<file path="src/rtl/div_err_monitor.sv">
// Error-metric monitor for an approximate 16/8 divider: recomputes the exact quotient
// with a bit-serial restoring divider and accumulates MAE statistics for the host.
module div_err_monitor (
    input  logic        clk,
    input  logic        rst_n,
    input  logic        clr,
    input  logic        in_valid,
    output logic        in_ready,
    input  logic [15:0] n,
    input  logic [7:0]  d,
    input  logic [7:0]  q_apx,
    output logic        busy,
    output logic        upd,
    output logic [31:0] sum_err,
    output logic [23:0] sample_cnt,
    output logic [23:0] mismatch_cnt,
    output logic [7:0]  max_err,
    output logic [15:0] oor_cnt
);

    typedef enum logic [1:0] {
        S_IDLE = 2'd0,
        S_DIV  = 2'd1,
        S_ACC  = 2'd2
    } state_t;

    state_t      state_r;
    state_t      state_s;

    logic [7:0]  nlo_r;
    logic [7:0]  d_r;
    logic [7:0]  q_apx_r;
    logic [8:0]  rem_r;
    logic [7:0]  q_r;
    logic [2:0]  iter_r;
    logic        oor_r;
    logic        upd_r;
    logic [31:0] sum_err_r;
    logic [23:0] sample_cnt_r;
    logic [23:0] mismatch_cnt_r;
    logic [7:0]  max_err_r;
    logic [15:0] oor_cnt_r;

    logic        in_ready_s;
    logic        accept_s;
    logic        oor_s;
    logic [8:0]  shifted_s;
    logic        qbit_s;
    logic [8:0]  rem_next_s;
    logic [7:0]  err_s;

    // Saturating adders: counters stick at all-ones instead of wrapping.
    function automatic logic [31:0] sat_add32(input logic [31:0] a, input logic [7:0] b);
        logic [32:0] s;
        s = {1'b0, a} + {25'd0, b};
        sat_add32 = s[32] ? 32'hFFFF_FFFF : s[31:0];
    endfunction

    function automatic logic [23:0] sat_inc24(input logic [23:0] a);
        sat_inc24 = (a == 24'hFF_FFFF) ? a : a + 24'd1;
    endfunction

    function automatic logic [15:0] sat_inc16(input logic [15:0] a);
        sat_inc16 = (a == 16'hFFFF) ? a : a + 16'd1;
    endfunction

    assign in_ready_s = (state_r == S_IDLE) && !clr;
    assign accept_s   = in_valid && in_ready_s;
    // Quotient overflows 8 bits when the dividend's high byte already reaches the divisor.
    assign oor_s      = (d == 8'd0) || (n[15:8] >= d);

    assign shifted_s  = {rem_r[7:0], nlo_r[7]};
    assign qbit_s     = (shifted_s >= {1'b0, d_r});
    assign rem_next_s = qbit_s ? (shifted_s - {1'b0, d_r}) : shifted_s;
    assign err_s      = (q_r >= q_apx_r) ? (q_r - q_apx_r) : (q_apx_r - q_r);

    // State register.
    always_ff @(posedge clk) begin
        if (!rst_n) begin
            state_r <= S_IDLE;
        end else begin
            state_r <= state_s;
        end
    end

    // Next-state logic; clr aborts whatever is in flight.
    always_comb begin
        state_s = state_r;
        if (clr) begin
            state_s = S_IDLE;
        end else begin
            case (state_r)
                S_IDLE: begin
                    if (accept_s) begin
                        state_s = oor_s ? S_ACC : S_DIV;
                    end else begin
                        state_s = S_IDLE;
                    end
                end
                S_DIV: begin
                    if (iter_r == 3'd7) begin
                        state_s = S_ACC;
                    end else begin
                        state_s = S_DIV;
                    end
                end
                S_ACC:   state_s = S_IDLE;
                default: state_s = S_IDLE;
            endcase
        end
    end

    // Handshake and status outputs.
    always_comb begin
        in_ready = in_ready_s;
        busy     = (state_r != S_IDLE);
    end

    // Capture, restoring-divide iterations and statistics accumulation.
    always_ff @(posedge clk) begin
        if (!rst_n) begin
            nlo_r          <= 8'd0;
            d_r            <= 8'd0;
            q_apx_r        <= 8'd0;
            rem_r          <= 9'd0;
            q_r            <= 8'd0;
            iter_r         <= 3'd0;
            oor_r          <= 1'b0;
            upd_r          <= 1'b0;
            sum_err_r      <= 32'd0;
            sample_cnt_r   <= 24'd0;
            mismatch_cnt_r <= 24'd0;
            max_err_r      <= 8'd0;
            oor_cnt_r      <= 16'd0;
        end else if (clr) begin
            upd_r          <= 1'b0;
            sum_err_r      <= 32'd0;
            sample_cnt_r   <= 24'd0;
            mismatch_cnt_r <= 24'd0;
            max_err_r      <= 8'd0;
            oor_cnt_r      <= 16'd0;
        end else begin
            upd_r <= 1'b0;
            case (state_r)
                S_IDLE: begin
                    if (accept_s) begin
                        nlo_r   <= n[7:0];
                        d_r     <= d;
                        q_apx_r <= q_apx;
                        rem_r   <= {1'b0, n[15:8]};
                        q_r     <= 8'd0;
                        iter_r  <= 3'd0;
                        oor_r   <= oor_s;
                    end
                end
                S_DIV: begin
                    rem_r  <= rem_next_s;
                    q_r    <= {q_r[6:0], qbit_s};
                    nlo_r  <= {nlo_r[6:0], 1'b0};
                    iter_r <= iter_r + 3'd1;
                end
                S_ACC: begin
                    upd_r <= 1'b1;
                    if (oor_r) begin
                        oor_cnt_r <= sat_inc16(oor_cnt_r);
                    end else begin
                        sum_err_r    <= sat_add32(sum_err_r, err_s);
                        sample_cnt_r <= sat_inc24(sample_cnt_r);
                        if (err_s != 8'd0) begin
                            mismatch_cnt_r <= sat_inc24(mismatch_cnt_r);
                        end
                        if (err_s > max_err_r) begin
                            max_err_r <= err_s;
                        end
                    end
                end
                default: ;
            endcase
        end
    end

    assign upd          = upd_r;
    assign sum_err      = sum_err_r;
    assign sample_cnt   = sample_cnt_r;
    assign mismatch_cnt = mismatch_cnt_r;
    assign max_err      = max_err_r;
    assign oor_cnt      = oor_cnt_r;

endmodule

</file>
<file path="config.mk">
export PLATFORM = sky130hd
export DESIGN_NAME = div_err_monitor
export DESIGN_NICKNAME = d
export VERILOG_FILES = /design/src/rtl/div_err_monitor.sv
export SDC_FILE = /design/constraint.sdc
export NUM_CORES = 1
export LEC_CHECK = 0
export BUFFER_PORTS_ARGS = -buffer_cell sky130_fd_sc_hd__buf_4
export CAP_MARGIN = 25
export CORE_MARGIN = 2
export CORE_UTILIZATION = 45
export CTS_BUF_LIST = sky130_fd_sc_hd__clkbuf_8
export CTS_CLUSTER_SIZE = 40
export DETAILED_ROUTE_END_ITERATION = 7
export GPL_TIMING_DRIVEN = 0
export PLACE_DENSITY = 0.67
export SYNTH_ARGS = -nofsm -noshare
export SYNTH_HDL_FRONTEND = slang
export SYNTH_SLANG_ARGS = --single-unit
</file>
<file path="constraint.sdc">
create_clock -name clk -period 4.65 [get_ports clk]
set_clock_uncertainty 0.2 [all_clocks]
set_input_delay 0.6975 -clock clk [delete_from_list [all_inputs] [get_ports clk]]
set_output_delay 0.6975 -clock clk [all_outputs]
set_load 0.05 [all_outputs]
</file>
==> summary.md, run 1 <==
Yosys
* Synth warnings: 0
* number of enable-type register cells in the synthesized netlist: 0
* synthesized netlist cell count: 1057
* netlist area before placement: 0.008621 mm2
* register area share after synthesis: 35.07%
* Post-synth top flop: dfxtp_1
* number of flip-flops and latches in the synthesized netlist: 151
* fraction of registers with async set or reset after synthesis: 0%
* count of cell types in the netlist: 70
* post-synthesis cell type with the largest combined area: dfxtp_1
* synthesized area per cell: 8.156 um2
* leading post-synthesis cells by cell area: dfxtp_1, ha_1, nand2_1
* Net Count, Synth: 1149
* area share of the largest cell type after synthesis: 35.07%

Drt
* DR vias: 8048
* drt wl/cell: 15.70 um
* total wire length: 23030 um
* post-detailed-route count of antenna-violating nets: 0
* number of DRC markers in iteration 0: 491
* number of detailed-routing iterations run before antenna repair: 5
* routed vias/inst: 5.486
* DRC errors left: 0

Placed design
* number of instances in the placed design: 1433
* count of port buffers added during placement: 142
* final weighted congestion in routability-driven placement: 0.9064
* Placed Instance Area: 0.009980 mm2
* HPWL after DPL: 17410 um

Clocking
* clock tree from TritonCTS: yes
* clock slew seen by the registers of the worst setup and hold paths: 0.09 ns
* Root Buffer: clkbuf_8
* number of buffers on the longest clock path: 2
* Num CTS Buffers: 17
* Hold Buf Count CTS: 0
* Skew-Pair Late Insertion Delay: 0.46 ns
* CTS H-tree lvls: 4
* CTS Sinks: 151

Power and ir drop
* sw power: 0.0008082 W
* switching share of total power: 28.58%
* ratio of total power to cell area: 270.9 mW/mm2
* clock power share: 36.2%
* portion of total power attributed to sequential cells: 46.8%
* relative contribution of combinational cells to total power: 16.9%
* worst-case vdd ir drop: 0.1891 mV
* total leakage power: 4.107 nW
* Internal Dissipation: 0.002019 W

Finish
* number of nets in the layout: 1313
* Final Util: 55.62%
* number of cells in the finished layout apart from fillers: 1467
* Layout Cell Area excl Fill: 0.01044 mm2
* leading cell types in the layout, fill and taps excluded: dfxtp_1, buf_4, nand2_1
* most common cell after layout, fill and taps aside: dfxtp_1
* Area Growth Syn to Fin: 21.09%
* share of layout cells above drive strength 1: 17.27%
* Antenna Diode Count: 0

Timing
* RSZ-0062 raised after global routing: yes
* fraction of the cycle the final worst path needs: 95.53%
* max frequency: 225.1 MHz
* worst slew pin tran: 1.016 ns
* count of endpoints failing hold in the final timing report: 0
* final slew viol count: 0
* Slew Limit Headroom: 31.55%
* final setup violating endpoints: 0
* post-layout minimum cycle time: 4.442 ns

Die
* overall die area: 0.02028 mm2
* initial cell density of the core: 45.93%
* floorplan row count: 50
* die outline width: 142.4 um
* Die Height: 142.4 um
* Core Area: 0.01877 mm2
* boundary pin count: 143

Setup path
* worst setup slack for register-to-register paths: 0.21 ns
* element type at the critical path start: register
* reg-to-reg endpoint: sum_err[20]
* peak per-stage delay on the critical path: 0.52 ns
* logic depth of the worst register-to-register path: 16
* cell chain of the critical path: inv_1, ha_1, inv_1, fa_1, nand3_1, a31oi_4, buf_4, or4b_1, a21o_1, and2_1, ha_1, nand2_1, a21o_1, a211oi_2, a21oi_1, a311oi_1
* category of the critical setup timing path: register to register
* Crit path buffers/inverters: 3
* beginning of the worst register-to-register path: q_r[0]
* Worst EP required: 4.82 ns
* maximum fanout along the worst path: 6
* Critical Path Sink Type: register
* data arrival time of the critical path: 4.61 ns
* cell type group with the largest total delay on the critical path: compound AO/OA/AOI/OAI gates
* cell at the slowest stage of the critical path: or4b_1

Worst hold path
* Worst Hold Launch: d_r[2]
* type of the most critical hold path: register to register
* Worst Hold Path Cells: 2
* destination of the worst hold path: d_r[2]

Global routing
* overall global routing resource usage: 22.70%
* largest net degree at the start of global routing: 17
* Congestion Overflow GR: 0
* via count of the first global-routing pass: 7454
* wire length of the first global-routing pass: 37140 um
* number of antenna violations at the first check in global routing: 0

Status
* result of the run: complete, no violations

Flow run
* MaxCap Viol Count: 0

==> stage by stage <==
stage | setup WS (ns) | total power [W] | TNS, ns | hold WS [ns]
floorplan | 0.6163 | 0.001688 | 0 | 0.2412
detailed placement | -0.2486 | 0.001820 | -3.766 | 0.2600
global route | -0.007015 | 0.002951 | -0.007902 | 0.2885
CTS | 0.02879 | 0.002832 | 0 | 0.2708
global placement | -0.2236 | 0.001810 | -3.330 | 0.2519
finish | 0.2079 | 0.002827 | 0 | 0.2671
==> sequential cells by signal, summed over array words and instances (netlist names), 3 cells and up <==
| register | flops |
|---|---|
| oor_cnt | 16 |
| sample_cnt | 24 |
| q_apx_r | 8 |
| iter_r | 3 |
| d_r | 8 |
| max_err | 8 |
| sum_err | 32 |
| rem_r | 8 |
| mismatch_cnt | 24 |
| nlo_r | 8 |
| q_r | 8 |
==> cells in the mapped netlist (4+ instances only) <==
cell	n
a21o_1	21
nand4_1	24
o21bai_1	4
ha_1	52
a21boi_0	24
xnor2_1	33
nand3_1	45
o21a_1	8
a21oi_1	76
nand2_1	109
mux2i_1	13
o31ai_1	8
or3_1	12
or4_1	6
nor2_1	84
nor3_1	29
a41o_1	4
nor4_1	10
and3_1	12
or2_2	8
o211a_1	9
and4_1	8
inv_1	79
fa_1	4
a22oi_1	4
nor2b_1	14
o211ai_1	8
a211oi_1	11
nand2b_1	10
dfxtp_1	151
o21ai_0	38
buf_2	4
xor2_1	24
a31oi_1	8
and2_1	9
clkbuf_1	37
==> power by group through the flow <==
| stage | Clock, W | Combinational [W] | Sequential [W] |
|---|---|---|---|
| 2_1_floorplan | 0 | 0.000334 | 0.00135 |
| 3_3_place_gp | 0 | 0.000457 | 0.00135 |
| 3_5_place_dp | 0 | 0.000466 | 0.00135 |
| 4_1_cts | 0.00104 | 0.000468 | 0.00132 |
| 5_1_grt | 0.00110 | 0.000528 | 0.00133 |
| 6_report | 0.00102 | 0.000479 | 0.00132 |
==> layer usage <==
metal  track usage (%)  wire, um  vias up
li1                  -         -     4081
met1             30.61     10870     3741
met2             37.40     10630      200
met3             4.004      1167       26
met4             6.514       358        0
met5                 0         0        -
==> final cells by class <==
| cell class | count | area (um2) |
|---|---|---|
| tap | 234 | 292.8 |
| clock inverter | 11 | 122.6 |
| fill | 1804 | 8329 |
| timing repair buffer | 146 | 1096 |
| buffer | 44 | 180.2 |
| inverter | 79 | 296.5 |
| clock buffer | 20 | 275.3 |
| sequential | 151 | 3023 |
| multi-input combinational | 782 | 5152 |
==> worst reg2reg max path: stages, from the launching register on <==
cell      delay [ns]
dfxtp_1         0.35
inv_1           0.11
ha_1            0.19
inv_1           0.06
fa_1            0.42
nand3_1         0.22
a31oi_4         0.15
buf_4           0.18
or4b_1          0.52
a21o_1          0.20
and2_1          0.22
ha_1            0.35
nand2_1         0.10
a21o_1          0.22
a211oi_2        0.49
a21oi_1         0.14
a311oi_1        0.24
==> logic make-up after synthesis <==
family | Yosys count | share of synthesized area, %
simple gates | 394 | 22.68
compound gates | 261 | 20.80
flops | 151 | 35.07
buf+inv | 124 | 5.544
xor+xnor | 57 | 5.791
fa+ha+maj | 56 | 8.476
mux | 14 | 1.640
==> how the worst max path moves through the flow <==
stage	depth (start not counted)	slack, ns	startpoint	end
after floorplan	18	0.62	q_r[0]	sum_err[20]
after global placement	18	-0.22	q_r[0]	sum_err[20]
after detailed placement	19	-0.25	q_r[0]	sum_err[21]
after CTS	18	0.03	q_r[0]	sum_err[20]
after global routing	18	-0.007	q_r[0]	sum_err[20]
final	16	0.21	q_r[0]	sum_err[20]
==> repair_timing <==
item / 4_1_cts / 5_1_grt
pin swaps: 0 / 1
buffers inserted: 0 / 4
endpoints found under the setup margin: 28 / 31
gates resized for setup: 6 / 4
Note: power is estimated with default switching activity, not from simulation.
==> run 2, diff against run 1 <==
PLACE_DENSITY = 0.74   (was 0.67)
==> run 2 against run 1 <==
  * Combinational power is essentially flat
  * Sequential power is essentially flat
  * Global-route usage grew 0.18 points
  * Die area is the same
  * Critical path type unchanged
  * Final area is essentially flat
  * Critical path depth grew 2
==> summary.md, run 2 (synthesis gave the netlist of run 1 again) <==
Finish
* share of layout cells above drive strength 1: 17.33%
* Layout Cell Area excl Fill: 0.01045 mm2
* Antenna Diode Count: 0
* number of nets in the layout: 1314
* count of fill cells added during filler insertion: 1763
* max FFs per register: 32
* FF/Latch Area: 0.003023 mm2
* area of the multi-input gates: 0.005171 mm2
* leading cell types in the layout, fill and taps excluded: dfxtp_1, buf_4, nand2_1
* most common cell after layout, fill and taps aside: dfxtp_1
* Area Growth Syn to Fin: 21.16%
* number of cells in the finished layout apart from fillers: 1469

Die
* initial cell density of the core: 45.93%
* floorplan row count: 50
* Core Area: 0.01877 mm2
* Die Height: 142.4 um
* die outline width: 142.4 um
* boundary pin count: 143
* overall die area: 0.02028 mm2

Placed design
* number of instances in the placed design: 1433
* Placed Instance Area: 0.009980 mm2
* HPWL after DPL: 17390 um
* count of port buffers added during placement: 142
* final weighted congestion in routability-driven placement: 0.9491

Drt
* drt wl/cell: 15.86 um
* DR vias: 8110
* DRC errors left: 0
* routed vias/inst: 5.521
* number of detailed-routing iterations run before antenna repair: 5
* number of DRC markers in iteration 0: 490
* post-detailed-route count of antenna-violating nets: 0
* total wire length: 23300 um

Clocking
* CTS Sinks: 151
* Num CTS Buffers: 17
* clock slew seen by the registers of the worst setup and hold paths: 0.09 ns
* Skew-Pair Late Insertion Delay: 0.46 ns
* Root Buffer: clkbuf_8
* number of buffers on the longest clock path: 2
* CTS H-tree lvls: 4
* clock tree from TritonCTS: yes

Setup path
* maximum fanout along the worst path: 10
* worst setup slack for register-to-register paths: 0.32 ns
* data arrival time of the critical path: 4.52 ns
* element type at the critical path start: register
* logic depth of the worst register-to-register path: 18
* beginning of the worst register-to-register path: q_apx_r[3]
* Critical Path Sink Type: register
* Worst EP required: 4.84 ns
* reg-to-reg endpoint: sum_err[28]
* category of the critical setup timing path: register to register

Timing
* final setup violating endpoints: 0
* max frequency: 231.0 MHz
* post-layout minimum cycle time: 4.329 ns
* fraction of the cycle the final worst path needs: 93.10%
* final slew viol count: 0
* Slew Limit Headroom: 29.10%
* worst slew pin tran: 1.052 ns
* count of endpoints failing hold in the final timing report: 0

Global routing
* overall global routing resource usage: 22.88%
* via count of the first global-routing pass: 7673
* Congestion Overflow GR: 0
* largest net degree at the start of global routing: 17
* number of antenna violations at the first check in global routing: 0
* wire length of the first global-routing pass: 37420 um

Worst hold path
* Worst Hold Path Cells: 2
* Worst Hold Launch: d_r[2]
* destination of the worst hold path: d_r[2]
* type of the most critical hold path: register to register

Power and ir drop
* ratio of total power to cell area: 267.7 mW/mm2
* total leakage power: 4.110 nW
* worst-case vdd ir drop: 0.1884 mV
* total chip power: 0.002796 W

Flow run
* MaxCap Viol Count: 0

Status
* result of the run: complete, no violations

## run 2: where the power goes
part	internal (W)	switching [W]	total, W
Sequential	0.00131	0.0000137	0.00132
Combinational	0.000194	0.000287	0.000481
Clock	0.000457	0.000534	0.000991
## run 2: worst max path at each step
stage | start | cells past startpoint | slack, ns | endpoint
2_1_floorplan | q_r[0] | 18 | 0.62 | sum_err[20]
3_3_place_gp | q_apx_r[1] | 17 | -0.14 | sum_err[17]
3_5_place_dp | q_apx_r[1] | 17 | -0.20 | sum_err[15]
4_1_cts | q_apx_r[1] | 16 | 0.07 | sum_err[10]
5_1_grt | q_r[0] | 19 | -0.0003 | sum_err[15]
6_report | q_apx_r[3] | 18 | 0.32 | sum_err[28]
## run 2: layer usage
metal  routed length (um)  global-route usage (%)  share of wire [%]
met5                    0                       0                  0
met4                  489                   7.660                2.1
met2                11180                   39.11                 48
met1                10400                   28.91                 45
met3                 1228                   4.542                5.3
## run 2: per-stage QoR
stage	utilization (%)	hold slack, ns	setup TNS (ns)	setup slack [ns]
6_report	55.65	0.2658	0	0.3210
5_1_grt	55.65	0.2880	-0.0003020	-0.0003020
4_1_cts	55.28	0.2701	0	0.06628
3_5_place_dp	53.17	0.2587	-2.707	-0.2024
3_3_place_gp	53.17	0.2526	-1.614	-0.1358
2_1_floorplan	-	0.2412	0	0.6163
## run 2: layout make-up
cell class,instances,share of cell area [%]
timing repair buffer,146,10.49
multi-input combinational,782,49.51
clock inverter,13,1.150
buffer,45,1.761
clock buffer,19,2.504
tap,234,2.803
inverter,79,2.839
sequential,151,28.94
## run 2: what timing repair did
item | in CTS | in global routing
endpoints found under the hold margin | 0 | 0
cloned | 0 | 0
resized for setup | 5 | 10
buffers inserted | 0 | 4
hold buffers | 0 | 0
setup endpoints to repair | 20 | 31
pin swaps | 0 | 2
## run 2: worst max-delay path: stages, from the launching register on
cell and delay, ns:
dfxtp_1 0.39, inv_1 0.06, ha_1 0.31, buf_2 0.21
nand4_1 0.23, a31oi_4 0.32, nor2_4 0.08, mux2_2 0.28
inv_1 0.08, fa_1 0.43, nor2b_1 0.12, o21ai_0 0.10
a21oi_1 0.22, o21ai_1 0.14, a21o_1 0.28, a21oi_4 0.24
nand2_1 0.16, buf_2 0.25, a21oi_1 0.14
